## config.mk

```make
export PLATFORM = sky130hd
export DESIGN_NAME = mem_burst_reader
export DESIGN_NICKNAME = d
export VERILOG_FILES = /design/src/rtl/mem_rd_pkg.sv /design/src/rtl/sync_fifo.sv /design/src/rtl/mem_burst_reader.sv
export SDC_FILE = /design/constraint.sdc
export NUM_CORES = 1
export LEC_CHECK = 0
export ABC_CLOCK_PERIOD_IN_PS = 6000
export CORE_MARGIN = 3
export CORE_UTILIZATION = 44
export DETAILED_ROUTE_END_ITERATION = 10
export GPL_TIMING_DRIVEN = 0
export PLACE_DENSITY_LB_ADDON = 0.1
export SETUP_SLACK_MARGIN = 0.5
export SLEW_MARGIN = 20
export SYNTH_ARGS = -nofsm -noshare
export SYNTH_HDL_FRONTEND = slang
export SYNTH_SLANG_ARGS = --single-unit
```

## constraint.sdc

```tcl
create_clock -name clk -period 6 [get_ports clk]
set_input_delay 0.6 -clock clk [delete_from_list [all_inputs] [get_ports clk]]
set_output_delay 0.6 -clock clk [all_outputs]
set_load 0.05 [all_outputs]
```

## src/rtl/mem_rd_pkg.sv

```systemverilog
// Shared types and sizing helpers for the memory burst read initiator.
package mem_rd_pkg;

   typedef enum logic [1:0] {
      IDLE  = 2'd0,
      ISSUE = 2'd1,
      DRAIN = 2'd2
   } mem_rd_state_t;

   // Bits needed to hold a counter that ranges over 0..max_val inclusive.
   function automatic int cnt_width(input int max_val);
      return (max_val < 1) ? 1 : $clog2(max_val + 1);
   endfunction

endpackage

```

## src/rtl/sync_fifo.sv

```systemverilog
// Circular-buffer FIFO with occupancy count; the head word is presented
// combinationally and reads as zero while empty.
module sync_fifo
   import mem_rd_pkg::*;
#(
   parameter int DATA_WIDTH = 32,
   parameter int DEPTH      = 4
) (
   input  logic                            clk,
   input  logic                            rst,
   input  logic                            i_push,
   input  logic [DATA_WIDTH-1:0]           i_data,
   input  logic                            i_pop,
   output logic [DATA_WIDTH-1:0]           o_data,
   output logic                            o_empty,
   output logic                            o_full,
   output logic [cnt_width(DEPTH)-1:0]     o_count
);

   localparam int PW = (DEPTH > 1) ? $clog2(DEPTH) : 1;
   localparam int CW = cnt_width(DEPTH);

   logic [DATA_WIDTH-1:0] r_mem [DEPTH];
   logic [PW-1:0]         r_wr_ptr;
   logic [PW-1:0]         r_rd_ptr;
   logic [CW-1:0]         r_count;
   logic                  w_wr_en;
   logic                  w_rd_en;

   function automatic logic [PW-1:0] ptr_inc(input logic [PW-1:0] p);
      return (p == PW'(DEPTH - 1)) ? '0 : p + PW'(1);
   endfunction

   assign o_empty = (r_count == '0);
   assign o_full  = (r_count == CW'(DEPTH));
   assign o_count = r_count;
   assign o_data  = o_empty ? '0 : r_mem[r_rd_ptr];

   // A push into a full FIFO is only legal when the head leaves in the same cycle.
   assign w_wr_en = i_push && (!o_full || i_pop);
   assign w_rd_en = i_pop && !o_empty;

   always_ff @(posedge clk) begin
      if (rst) begin
         r_wr_ptr <= '0;
         r_rd_ptr <= '0;
         r_count  <= '0;
      end else begin
         if (w_wr_en) r_wr_ptr <= ptr_inc(r_wr_ptr);
         if (w_rd_en) r_rd_ptr <= ptr_inc(r_rd_ptr);
         r_count <= r_count + CW'(w_wr_en) - CW'(w_rd_en);
         assert (!(i_push && o_full && !i_pop));
      end
   end

   always_ff @(posedge clk) begin
      if (w_wr_en) r_mem[r_wr_ptr] <= i_data;
   end

endmodule

```

## src/rtl/mem_burst_reader.sv

```systemverilog
// Burst read initiator: issues one credit-checked read per cycle to a fixed-latency
// memory port and streams the returned words out with a last-beat marker.
module mem_burst_reader
   import mem_rd_pkg::*;
#(
   parameter int DATA_WIDTH = 32,
   parameter int ADDR_WIDTH = 4,
   parameter int DATA_LAT   = 2,
   parameter int FIFO_DEPTH = 4
) (
   input  logic                  clk,
   input  logic                  rst,
   input  logic                  cmd_valid,
   output logic                  cmd_ready,
   input  logic [ADDR_WIDTH-1:0] cmd_addr,
   input  logic [ADDR_WIDTH:0]   cmd_len,
   output logic [ADDR_WIDTH-1:0] r_addr,
   output logic                  r_avalid,
   input  logic                  r_dvalid,
   input  logic [DATA_WIDTH-1:0] r_data,
   output logic                  out_valid,
   input  logic                  out_ready,
   output logic [DATA_WIDTH-1:0] out_data,
   output logic                  out_last,
   output logic                  busy
);

   localparam int CW = cnt_width(FIFO_DEPTH);
   localparam int SW = CW + 1;
   localparam int LW = ADDR_WIDTH + 1;

   mem_rd_state_t         r_state;
   mem_rd_state_t         w_state_next;
   logic [ADDR_WIDTH-1:0] r_next_addr;
   logic [LW-1:0]         r_req_left;
   logic [LW-1:0]         r_beat_left;
   logic [CW-1:0]         r_inflight;
   logic [CW-1:0]         w_fifo_count;
   logic [SW-1:0]         w_used;
   logic                  w_cmd_fire;
   logic                  w_push;
   logic                  w_pop;
   logic                  w_credit;
   logic                  w_issue;
   logic [ADDR_WIDTH-1:0] w_issue_addr;
   logic                  w_fifo_empty;
   logic                  w_fifo_full;

   assign cmd_ready  = (r_state == IDLE);
   assign busy       = !cmd_ready;
   assign w_cmd_fire = cmd_valid && cmd_ready;
   assign w_push     = r_dvalid && (r_state != IDLE);
   assign out_valid  = !w_fifo_empty;
   assign w_pop      = out_valid && out_ready;
   assign out_last   = (r_beat_left == LW'(1));

   // r_avalid is registered, so the credit for a request is taken at the edge that
   // schedules it. Counting the slot freed by this cycle's pop keeps the pipeline
   // full when FIFO_DEPTH >= DATA_LAT + 2.
   assign w_used   = SW'(w_fifo_count) + SW'(r_inflight);
   assign w_credit = (w_used - SW'(w_pop)) < SW'(FIFO_DEPTH);

   always_comb begin
      w_state_next = r_state;
      w_issue      = 1'b0;
      w_issue_addr = r_next_addr;
      case (r_state)
         IDLE: begin
            if (w_cmd_fire && (cmd_len != '0)) begin
               w_issue      = 1'b1;
               w_issue_addr = cmd_addr;
               w_state_next = (cmd_len == LW'(1)) ? DRAIN : ISSUE;
            end
         end
         ISSUE: begin
            if (w_credit) begin
               w_issue = 1'b1;
               if (r_req_left == LW'(1)) w_state_next = DRAIN;
            end
         end
         DRAIN: begin
            if (w_pop && out_last) w_state_next = IDLE;
         end
         default: w_state_next = IDLE;
      endcase
   end

   always_ff @(posedge clk) begin
      if (rst) begin
         r_state     <= IDLE;
         r_avalid    <= 1'b0;
         r_addr      <= '0;
         r_next_addr <= '0;
         r_req_left  <= '0;
         r_beat_left <= '0;
         r_inflight  <= '0;
      end else begin
         r_state  <= w_state_next;
         r_avalid <= w_issue;
         if (w_issue) begin
            r_addr      <= w_issue_addr;
            r_next_addr <= w_issue_addr + ADDR_WIDTH'(1);
            r_req_left  <= ((r_state == IDLE) ? cmd_len : r_req_left) - LW'(1);
         end
         if (w_cmd_fire)
            r_beat_left <= cmd_len;
         else if (w_pop)
            r_beat_left <= r_beat_left - LW'(1);
         r_inflight <= r_inflight + CW'(w_issue) - CW'(w_push);
         // A request is outstanding from its scheduling edge until its response lands.
         assert (int'(r_inflight) <= DATA_LAT + 1);
      end
   end

   sync_fifo #(
      .DATA_WIDTH (DATA_WIDTH),
      .DEPTH      (FIFO_DEPTH)
   ) u_fifo (
      .clk     (clk),
      .rst     (rst),
      .i_push  (w_push),
      .i_data  (r_data),
      .i_pop   (w_pop),
      .o_data  (out_data),
      .o_empty (w_fifo_empty),
      .o_full  (w_fifo_full),
      .o_count (w_fifo_count)
   );

endmodule

```

**Word level (Yosys, flattened, before mapping)**

Memories as Yosys holds them, arrays and structs flattened. A register that Yosys moved wholly into a read port is not among the register bits.
Index checks and enable logic that the tools add are counted.
W data, S select, Z words.

- Add/sub/neg operators: 11
- $lt $le $gt $ge: 1
- Eq/ne operators: 12
- Multiplexer cells: 21
- Reductions and logical operators: 17

Operator list:

| kind | number |
|---|---|
| $mux W32 | 1 |
| $mux W2 | 9 |
| $eq A5 B1 Y1 const B | 3 |
| $mux W5 | 3 |
| $sub A5 B1 Y5 const B | 2 |
| $mux W4 | 2 |
| $logic_and A1 B1 Y1 | 7 |
| $add A3 B1 Y3 | 2 |
| $eq A2 B2 Y1 const B | 3 |
| $ne A2 B2 Y1 const B | 3 |
| $pmux W2 S3 | 1 |
| $sub A3 B1 Y3 | 2 |
| $reduce_bool A5 Y1 | 1 |
| $add A2 B1 Y2 const B | 2 |
| $add A3 B3 Y4 | 1 |
| $add A4 B1 Y4 const B | 1 |
| $lt A4 B3 Y1 const B | 1 |
| $mux W1 | 4 |
| $reduce_and A4 Y1 | 1 |
| $reduce_bool A2 Y1 | 2 |
| $sub A4 B1 Y4 | 1 |
| $eq A3 B3 Y1 const B | 1 |
| $logic_not A1 Y1 | 3 |
| $logic_not A3 Y1 | 1 |
| other kinds (5) | 5 |

- Register bits after elaboration: 31
- RAM bits: 128
- Bits of input ports: 46
- Output and inout port bits: 41
- Logic and storage cells: 73
- Memories: 1

Memories:

| name | depth | width | rd ports | clocked after memory_dff | wr ports | RTL line | text |
|---|---|---|---|---|---|---|---|
| u_fifo.r_mem | 4 | 32 | 1 | 1 | 1 | sync_fifo.sv:23 | `logic [DATA_WIDTH-1:0] r_mem [DEPTH];` |

**Depth between registers and ports, before layout**

Gate-level depths: netlist of run 1.

- Word-level depth: 9
- Depth in mapped cells: 19
- Mapped depth without buffers: 17

**Cells and area by module**

A second synthesis of run 1 with hierarchy kept.

- Cell total of the unflattened synthesis: 443
- Area total of the unflattened synthesis: 6,914.1 um^2

By module, submodules not included:

| module | instances | cells each | area an instance (um^2) | sequential area each (um^2) |
|---|---|---|---|---|
| sync_fifo | 1 | 253 | 5,341.4 | 4,023.9 |
| mem_burst_reader | 1 | 190 | 1,572.8 | 480.5 |

**Worst setup path before layout of run 1**

OpenSTA, ideal clock, no wires.

- Kind: register -> register
- Start point: register u_fifo.r_count[1], in the netlist u_fifo.o_count[1]
- End point: register r_inflight[2]
- Library setup time: 0.128 ns
- Data arrival time: 3.349 ns
- Data required time: 5.872 ns
- Path slack: 2.524 ns
- Cell stages (with the launch flop): 20
- Buffers on the path: 2
- Clock period less this slack: 3.476 ns
- Cells stage by stage: dfxtp_1 -> or3_1 -> buf_2 -> nand2_1 -> inv_2 -> ha_1 -> inv_1 -> ha_1 -> and3b_1 -> nand3b_1 -> a21o_1 -> buf_2 -> nand2_4 -> inv_2 -> ha_1 -> inv_1 -> ha_1 -> fa_1 -> xnor2_1 -> nor2_1

- Longest elaborated chain between the ends: 9
- Elaborated cells on any way between the ends: 10
- Classes of those cells: add/sub: 4; order compare: 1; mux: 2; reduce/logical: 3

RTL lines:

| element | RTL line | text |
|---|---|---|
| start, declared | sync_fifo.sv:26 | `logic [CW-1:0] r_count;` |
| start signal, assigned | sync_fifo.sv:51 | `r_count <= r_count + CW'(w_wr_en) - CW'(w_rd_en);` |
| branches (longest 3 deep; another with $add A3 B3 Y4) | n/a |  |
| $sub A4 B1 Y4 * | mem_burst_reader.sv:61 | `assign w_credit = (w_used - SW'(w_pop)) < SW'(FIFO_DEPTH);` |
| $lt A4 B3 Y1 * | mem_burst_reader.sv:61 |  |
| $mux W1 * | mem_burst_reader.sv:76 | `if (w_credit) begin` |
| $pmux W1 S2 * | mem_burst_reader.sv:67 | `case (r_state)` |
| $add A3 B1 Y3 * | mem_burst_reader.sv:109 | `r_inflight <= r_inflight + CW'(w_issue) - CW'(w_push);` |
| $sub A3 B1 Y3 * | mem_burst_reader.sv:109 |  |
| end signal, assigned | mem_burst_reader.sv:109 |  |
| end, declared | mem_burst_reader.sv:37 | `logic [CW-1:0] r_inflight;` |

Mark *: on every way between the ends.
A chain may end at the register's enable or synchronous reset.

**Worst setup path after layout of run 1**

Ends and elaborated chain as after synthesis.

==> results.json, run 1 <==
{
  "die_width_um": 130.5,
  "synth_top_cell_by_area": "edfxtp_1",
  "nNetsFinal": 611,
  "yosys.area_share.simple_pct": 9.598,
  "final_hpwl_dp_mm": 8.794,
  "netlist_instances": 437,
  "synth_top_family_by_area": "multiplexers",
  "post-place-ws_ns": 1.901,
  "area_delta_synth_final_pct": 25.42,
  "h_tree_depth": 4,
  "die_h_um": 130.5,
  "final.hold.worst_slack_ns": 0.4852,
  "yosysSeqAreaShare_pct": 66.07,
  "synth_adder_area_share_pct": 3.707,
  "yosysTopAreaCellShare_pct": 56.38,
  "gp_congestion": 0.8227,
  "place_inst": 711,
  "post-route-worst-setup-slack_ns": 2.199,
  "multi_input_area_mm2": 0.002141,
  "synth_compound_area_share_pct": 4.808,
  "totalNegativeSetupSlack_ns": 0,
  "post-route-min-period_ns": 3.801,
  "period_share_pct": 63.35,
  "share_of_final_layout_standard_cells_stronger_than_drive_strength_1_pct": 15.41,
  "number_of_gates_given_a_new_drive_strength_after_cts": 0,
  "critical_path.reg2reg.endpoint": "r_inflight[2]$_SDFF_PP0_",
  "post_layout_nonfiller_instances": 742,
  "total_leakage_power_nw": 2.893,
  "worst_setup_hold_path_clk_slew_ns": 0.06,
  "detailroute.via_count": 3991,
  "synth_xor_area_share_pct": 1.413,
  "drt_first_pass_iters": 4,
  "timing.setup.critical_path_class": "reg2reg",
  "report.final.hold_viol_count": 0,
  "drt_iter0_drc": 219,
  "asyncSetResetFlopFracSynth_pct": 0,
  "synth_top_flop_cell": "edfxtp_1",
  "power-per-cell-area_mw_per_mm2": 448.2,
  "final-max-slew-violation-count": 0,
  "insertion_delay_ns": 0.42,
  "critical_path.startpoint": "u_fifo.o_count[1]$_SDFF_PP0_",
  "port-buffer-count": 86,
  "area.sequential_mm2": 0.004504,
  "drc": 0,
  "synthesis.area_per_instance_um2": 15.60,
  "syn_area_mm2": 0.006818,
  "num_io_pins": 87,
  "postCtsSetupRepairBufs": 0,
  "cts_made_buffers": 17,
  "design.core.area_mm2": 0.01486,
  "synthTopCellsByArea": "edfxtp_1 56%, mux4_2 11%, dfxtp_1 9.7%, and2_1 3.5%, ha_1 3.1%",
  "r2r_cells": 19,
  "dieArea_mm2": 0.01703,
  "fillerInstances": 1218,
  "standard_cell_rows": 44,
  "grt_max_degree": 26,
  "finalPower_mw": 3.832,
  "timing.hold.worst_path_depth": 2,
  "placement.cell_area_mm2": 0.008001,
  "post_synth_mux_area_share_pct": 11.80,
  "max_freq_mhz": 263.1,
  "drtAntennaViolNets": 0,
  "grt_first_pass_wirelength_mm": 21.39,
  "setup.worst_path.end": "r_inflight[2]$_SDFF_PP0_",
  "initial_standard_cell_utilization_of_the_core_pct": 45.87,
  "yosys_warnings": 0,
  "routed_wl_mm": 13.32,
  "critical_path_arrival_ns": 4.09,
  "number_of_enable_type_register_cells_in_the_synthesized_netlist": 128,
  "run_status": "complete, no violations",
  "global_route.overflow_total": 0,
  "clock-root-buffer": "clkbuf_16",
  "final_setup_violations": 0,
  "hold_path.class": "reg2reg",
  "critical_path.startpoint_type": "flop",
  "utilization_pct": 57.53,
  "worst_ir_drop_vdd_v": 0.0002331,
  "timing.rr.start": "u_fifo.o_count[1]$_SDFF_PP0_",
  "critical_path_required_ns": 6.29,
  "relative_slew_margins_pct": 55.61,
  "sink_count_of_the_clock_tree": 161,
  "grt_antenna_before_repair": 0,
  "global_route_usage_over_all_layers_pct": 16.83,
  "critPathCaptureType": "flop",
  "finalInstanceArea_mm2": 0.008551,
  "reg2reg_slack_ns": 2.20,
  "diodes": 0,
  "postSynthRegisterBits": 161,
  "synthesis.nets": 502,
  "wl_per_cell_um": 17.95,
  "vias_per_cell": 5.379,
  "hold_buffers": 0,
  "worst_clock_skew_ns": 0.01180,
  "critPathMaxFanout": 9,
  "cts_tree": "built",
  "tightestPinTransition_ns": 0.6658,
  "grt_pass1_vias": 4166,
  "largest_buffer_count_on_any_clock_path": 2,
  "max-cap-violations": 0,
  "yosysUniqueCellTypes": 53,
  "rsz_0062_raised_after_global_routing": "false"
}
[per-layer routing]
metal / part of all wire [%] / global-route usage [%] / vias up
li1: - / - / 1888
met1: 44 / 21.54 / 2003
met2: 51 / 28.16 / 83
met3: 4.2 / 4.187 / 17
met4: 1.4 / 5.808 / 0
met5: 0 / 0 / -
[worst min path at each step]
stage | from | to
final | u_fifo.r_rd_ptr[1]$_SDFFE_PP0P_ | u_fifo.r_rd_ptr[1]$_SDFFE_PP0P_
after global routing | r_next_addr[1]$_SDFFE_PP0P_ | r_next_addr[1]$_SDFFE_PP0P_
after global placement | u_fifo.r_rd_ptr[1]$_SDFFE_PP0P_ | u_fifo.r_rd_ptr[1]$_SDFFE_PP0P_
after floorplan | r_next_addr[1]$_SDFFE_PP0P_ | r_next_addr[1]$_SDFFE_PP0P_
after CTS | u_fifo.r_rd_ptr[1]$_SDFFE_PP0P_ | flop
after detailed placement | r_next_addr[1]$_SDFFE_PP0P_ | r_next_addr[1]$_SDFFE_PP0P_
[registers in the layout, indices dropped and copies added (netlist names), 3 cells and up, named ones only]
signal          count
u_fifo.r_mem      128
r_beat_left         5
r_req_left          5
r_addr              4
r_next_addr         4
r_inflight          3
u_fifo.o_count      3
[Yosys cell counts (all sizes together) (3+ instances only)]
| cell type | n |
|---|---|
| ha | 17 |
| nor4 | 4 |
| nand3b | 3 |
| inv | 21 |
| buf | 12 |
| nor2b | 5 |
| nor3 | 13 |
| mux2 | 3 |
| edfxtp | 128 |
| dfxtp | 33 |
| nand3 | 7 |
| a221oi | 3 |
| a31oi | 5 |
| mux2i | 5 |
| mux4 | 32 |
| a211oi | 6 |
| xnor2 | 9 |
| clkbuf | 9 |
| a21oi | 15 |
| nand2 | 19 |
| o21ai | 5 |
| a21o | 3 |
| and2 | 38 |
| o211ai | 3 |
| nor2 | 19 |
[critical path: stages (launching register included)]
cell and delay [ns]:
dfxtp_1 0.35, or3_1 0.37, buf_2 0.17, nand2_1 0.18, inv_2 0.11, ha_1 0.25
inv_1 0.07, ha_1 0.21, and3b_1 0.19, nand3b_1 0.19, a21o_1 0.17, buf_2 0.19
nand2_4 0.13, inv_2 0.04, ha_1 0.26, inv_1 0.04, ha_1 0.18, fa_1 0.37
xnor2_1 0.16, nor2_1 0.05
[layout make-up]
| class | count | share of cell area (%) |
|---|---|---|
| clock inverters | 11 | 1.317 |
| flip-flops and latches | 161 | 52.68 |
| repair buffers | 90 | 11.09 |
| plain buffers | 21 | 1.156 |
| clock buffers | 20 | 5.107 |
| inverters | 21 | 0.9219 |
| well taps | 184 | 2.692 |
| multi-input cells | 234 | 25.04 |
[power breakdown]
part,internal (mW),switching [mW]
Clock,0.606,0.411
Combinational,0.581,0.883
Sequential,1.30,0.0557
Total,2.48,1.35
[placed cells by master, fill, tap and decap left out, types with 9 or more instances in the layout]
cell type	synthesis	routed
dfxtp_1	33	33
and2_1	38	34
edfxtp_1	128	128
clkbuf_1	9	12
nor2_1	19	19
nand2_1	18	18
clkbuf_16	0	17
inv_1	18	18
clkdlybuf4s50_1	0	86
xnor2_1	9	9
ha_1	17	17
mux4_2	32	32
nor3_1	11	11
a21oi_1	15	15
[logic make-up after synthesis]
logic type	count (synthesis)
adder cells (fa/ha/maj)	19
AND/OR/NAND/NOR	118
XOR/XNOR	11
multiplexers	40
buffers and inverters	42
flip-flops	161
AO/OA/AOI/OAI	46
Power figures use the tool's default switching activity.
==> inputs of run 2 (changes only) <==
--- a/config.mk
+++ b/config.mk
@@ -5,7 +5,7 @@
 export SDC_FILE = /design/constraint.sdc
 export NUM_CORES = 1
 export LEC_CHECK = 0
-export ABC_CLOCK_PERIOD_IN_PS = 6000
+export ABC_CLOCK_PERIOD_IN_PS = 3900
 export CORE_MARGIN = 3
 export CORE_UTILIZATION = 44
 export DETAILED_ROUTE_END_ITERATION = 10
==> constraint.sdc (replaced) <==
create_clock -name clk -period 3.9 [get_ports clk]
set_input_delay 0.39 -clock clk [delete_from_list [all_inputs] [get_ports clk]]
set_output_delay 0.39 -clock clk [all_outputs]
set_load 0.05 [all_outputs]
==> run 2 against run 1 <==
Register-to-register slack lost 1.6 ns. Die area is the same. Sequential cell count is the same. Global-route usage shrank 0.27 points. Utilization grew 1.4 points. Non-clock buffer count grew 11. Via count grew 0.70%. Critical path depth shrank 1. First-iteration DRC count shrank 9.1%. Fmax grew 14%. Clock skew shrank 0.0041 ns. Clock power grew 63%. Largest power group unchanged.
==> results.json, run 2 (synthesis results as in run 1) <==
{
  "drt_iter0_drc": 199,
  "critical_path_required_ns": 4.25,
  "critical_path_arrival_ns": 3.67,
  "post-route-worst-setup-slack_ns": 0.5786,
  "hp-start": "u_fifo.r_rd_ptr[1]$_SDFFE_PP0P_",
  "critical_path_buf_inv_count": 6,
  "rsz_0062_raised_after_global_routing": "false",
  "run_status": "complete, no violations",
  "timing.setup.critical_path_class": "reg2reg",
  "number_of_flip_flops_in_the_largest_register": 128,
  "global_route_usage_over_all_layers_pct": 16.56,
  "die_h_um": 130.5,
  "critical-path-max-stage-delay_ns": 0.52,
  "drc": 0,
  "cts_tree": "built",
  "area_delta_synth_final_pct": 28.37,
  "routed_wl_mm": 13.43,
  "worst_clock_skew_ns": 0.007701,
  "post-place-ws_ns": 0.05644,
  "tightestPinTransition_ns": 0.6823,
  "final-max-slew-violation-count": 0,
  "largest_buffer_count_on_any_clock_path": 2,
  "reg2reg_slack_ns": 0.58,
  "relative_slew_margins_pct": 54.52,
  "share_of_final_layout_standard_cells_stronger_than_drive_strength_1_pct": 19.65,
  "worst_ir_drop_vdd_v": 0.0003809,
  "critPathMaxFanout": 4,
  "post_layout_nonfiller_instances": 754,
  "wl_per_cell_um": 17.81,
  "grt_max_degree": 26,
  "worst_path_dominant_cell_family": "adder cells",
  "power-per-cell-area_mw_per_mm2": 703.7,
  "drt_first_pass_iters": 4,
  "hold_buffers": 0,
  "finalPower_mw": 6.159,
  "placement.cell_area_mm2": 0.007999,
  "design.core.area_mm2": 0.01486,
  "critical_path.reg2reg.endpoint": "r_inflight[1]$_SDFF_PP0_",
  "cts_made_buffers": 17,
  "timing.rr.start": "u_fifo.o_count[1]$_SDFF_PP0_",
  "final_hpwl_dp_mm": 8.595,
  "standard_cell_rows": 44,
  "global_route.overflow_total": 0,
  "post-route-min-period_ns": 3.321,
  "r2r_cells": 18,
  "h_tree_depth": 4,
  "mostFrequentLayoutCell": "edfxtp_1",
  "max-cap-violations": 0,
  "totalNegativeSetupSlack_ns": 0,
  "final_cell_mix": "128 x edfxtp_1, 86 x clkdlybuf4s50_1, 34 x and2_1",
  "critPathCaptureType": "flop",
  "num_io_pins": 87,
  "gp_congestion": 0.8185,
  "place_inst": 711,
  "final.hold.worst_slack_ns": 0.4958,
  "crit_chain": "or3_4 -> buf_6 -> nand2_8 -> inv_8 -> ha_4 -> inv_2 -> ha_1 -> and3b_1 -> nand3b_1 -> a21o_1 -> buf_6 -> nand2_4 -> inv_4 -> ha_4 -> inv_2 -> ha_2 -> fa_2 -> nor2b_1",
  "crit_path_top_delay_cell": "fa_2",
  "clock-root-buffer": "clkbuf_16",
  "worst_setup_hold_path_clk_slew_ns": 0.06,
  "initial_standard_cell_utilization_of_the_core_pct": 45.87,
  "sink_count_of_the_clock_tree": 161,
  "timing.hold.worst_path_depth": 2,
  "top_regs": "u_fifo.r_mem (128), r_beat_left (5), r_req_left (5)",
  "top_register": "u_fifo.r_mem",
  "drtAntennaViolNets": 0,
  "insertion_delay_ns": 0.42,
  "critical_path.startpoint_type": "flop",
  "hold_path.class": "reg2reg",
  "utilization_pct": 58.88,
  "vias_per_cell": 5.330,
  "die_width_um": 130.5,
  "report.final.hold_viol_count": 0,
  "grt_antenna_before_repair": 0,
  "diodes": 0,
  "final_setup_violations": 0,
  "total_leakage_power_nw": 2.970,
  "dieArea_mm2": 0.01703,
  "grt_first_pass_wirelength_mm": 21.22,
  "port-buffer-count": 86,
  "grt_pass1_vias": 4125,
  "nNetsFinal": 622,
  "detailroute.via_count": 4019,
  "max_freq_mhz": 301.1,
  "period_share_pct": 85.16,
  "finalInstanceArea_mm2": 0.008752
}
## run 2: routing by layer
metal / track usage, % / vias to the layer above / routed length (µm)
li1: - / 1904 / -
met1: 20.56 / 2019 / 5663
met2: 28.67 / 83 / 7042
met3: 3.699 / 13 / 532
met4: 5.808 / 0 / 193
met5: 0 / - / 0
## run 2: final cells by class
class	count	area (µm²)
Sequential cell	161	4509
Multi-Input combinational cell	234	2198
Clock buffer	17	425.4
Tap cell	184	230.2
Inverter	21	88.84
Clock inverter	15	165.2
Buffer	21	111.4
Timing Repair Buffer	101	1023
Fill cell	1180	6112
## run 2: worst min-delay path, cell delays in order (launching register included)
cell and delay (ns):
dfxtp_1 0.31, nand2_1 0.05, a21oi_1 0.07
## run 2: where the power goes
group | internal (mW) | leakage, nW | switching (mW)
Clock | 1.00 | 0.288 | 0.660
Combinational | 0.998 | 1.25 | 1.42
Sequential | 1.99 | 1.43 | 0.0877
Total | 3.99 | 2.97 | 2.16
## run 2: how the worst max path moves through the flow
stage / startpoint / slack (ns) / to / cells past startpoint
after global placement: out_ready / 0.09 / r_inflight[2]$_SDFF_PP0_ / 18
after detailed placement: out_ready / 0.06 / r_inflight[2]$_SDFF_PP0_ / 18
after floorplan: u_fifo.o_count[1]$_SDFF_PP0_ / 0.51 / r_inflight[2]$_SDFF_PP0_ / 19
after global routing: u_fifo.o_count[1]$_SDFF_PP0_ / 0.48 / r_inflight[1]$_SDFF_PP0_ / 18
after CTS: u_fifo.o_count[2]$_SDFF_PP0_ / 0.52 / r_inflight[1]$_SDFF_PP0_ / 18
final: u_fifo.o_count[1]$_SDFF_PP0_ / 0.58 / r_inflight[1]$_SDFF_PP0_ / 18
## run 2: timing repair
item,CTS,global route
cloned,0,0
endpoints found under the setup margin,2,2
gates resized for setup,10,11
buffers inserted,3,8
pin swaps,4,4
==> inputs of run 3 (changes only) <==
--- a/config.mk
+++ b/config.mk
@@ -9,6 +9,7 @@
 export CORE_MARGIN = 3
 export CORE_UTILIZATION = 44
 export DETAILED_ROUTE_END_ITERATION = 10
+export GPL_ROUTABILITY_DRIVEN = 1
 export GPL_TIMING_DRIVEN = 0
 export PLACE_DENSITY_LB_ADDON = 0.1
 export SETUP_SLACK_MARGIN = 0.5
==> results of run 3 <==
Same layout as run 2: the final DEF is identical, and so are final timing and power.
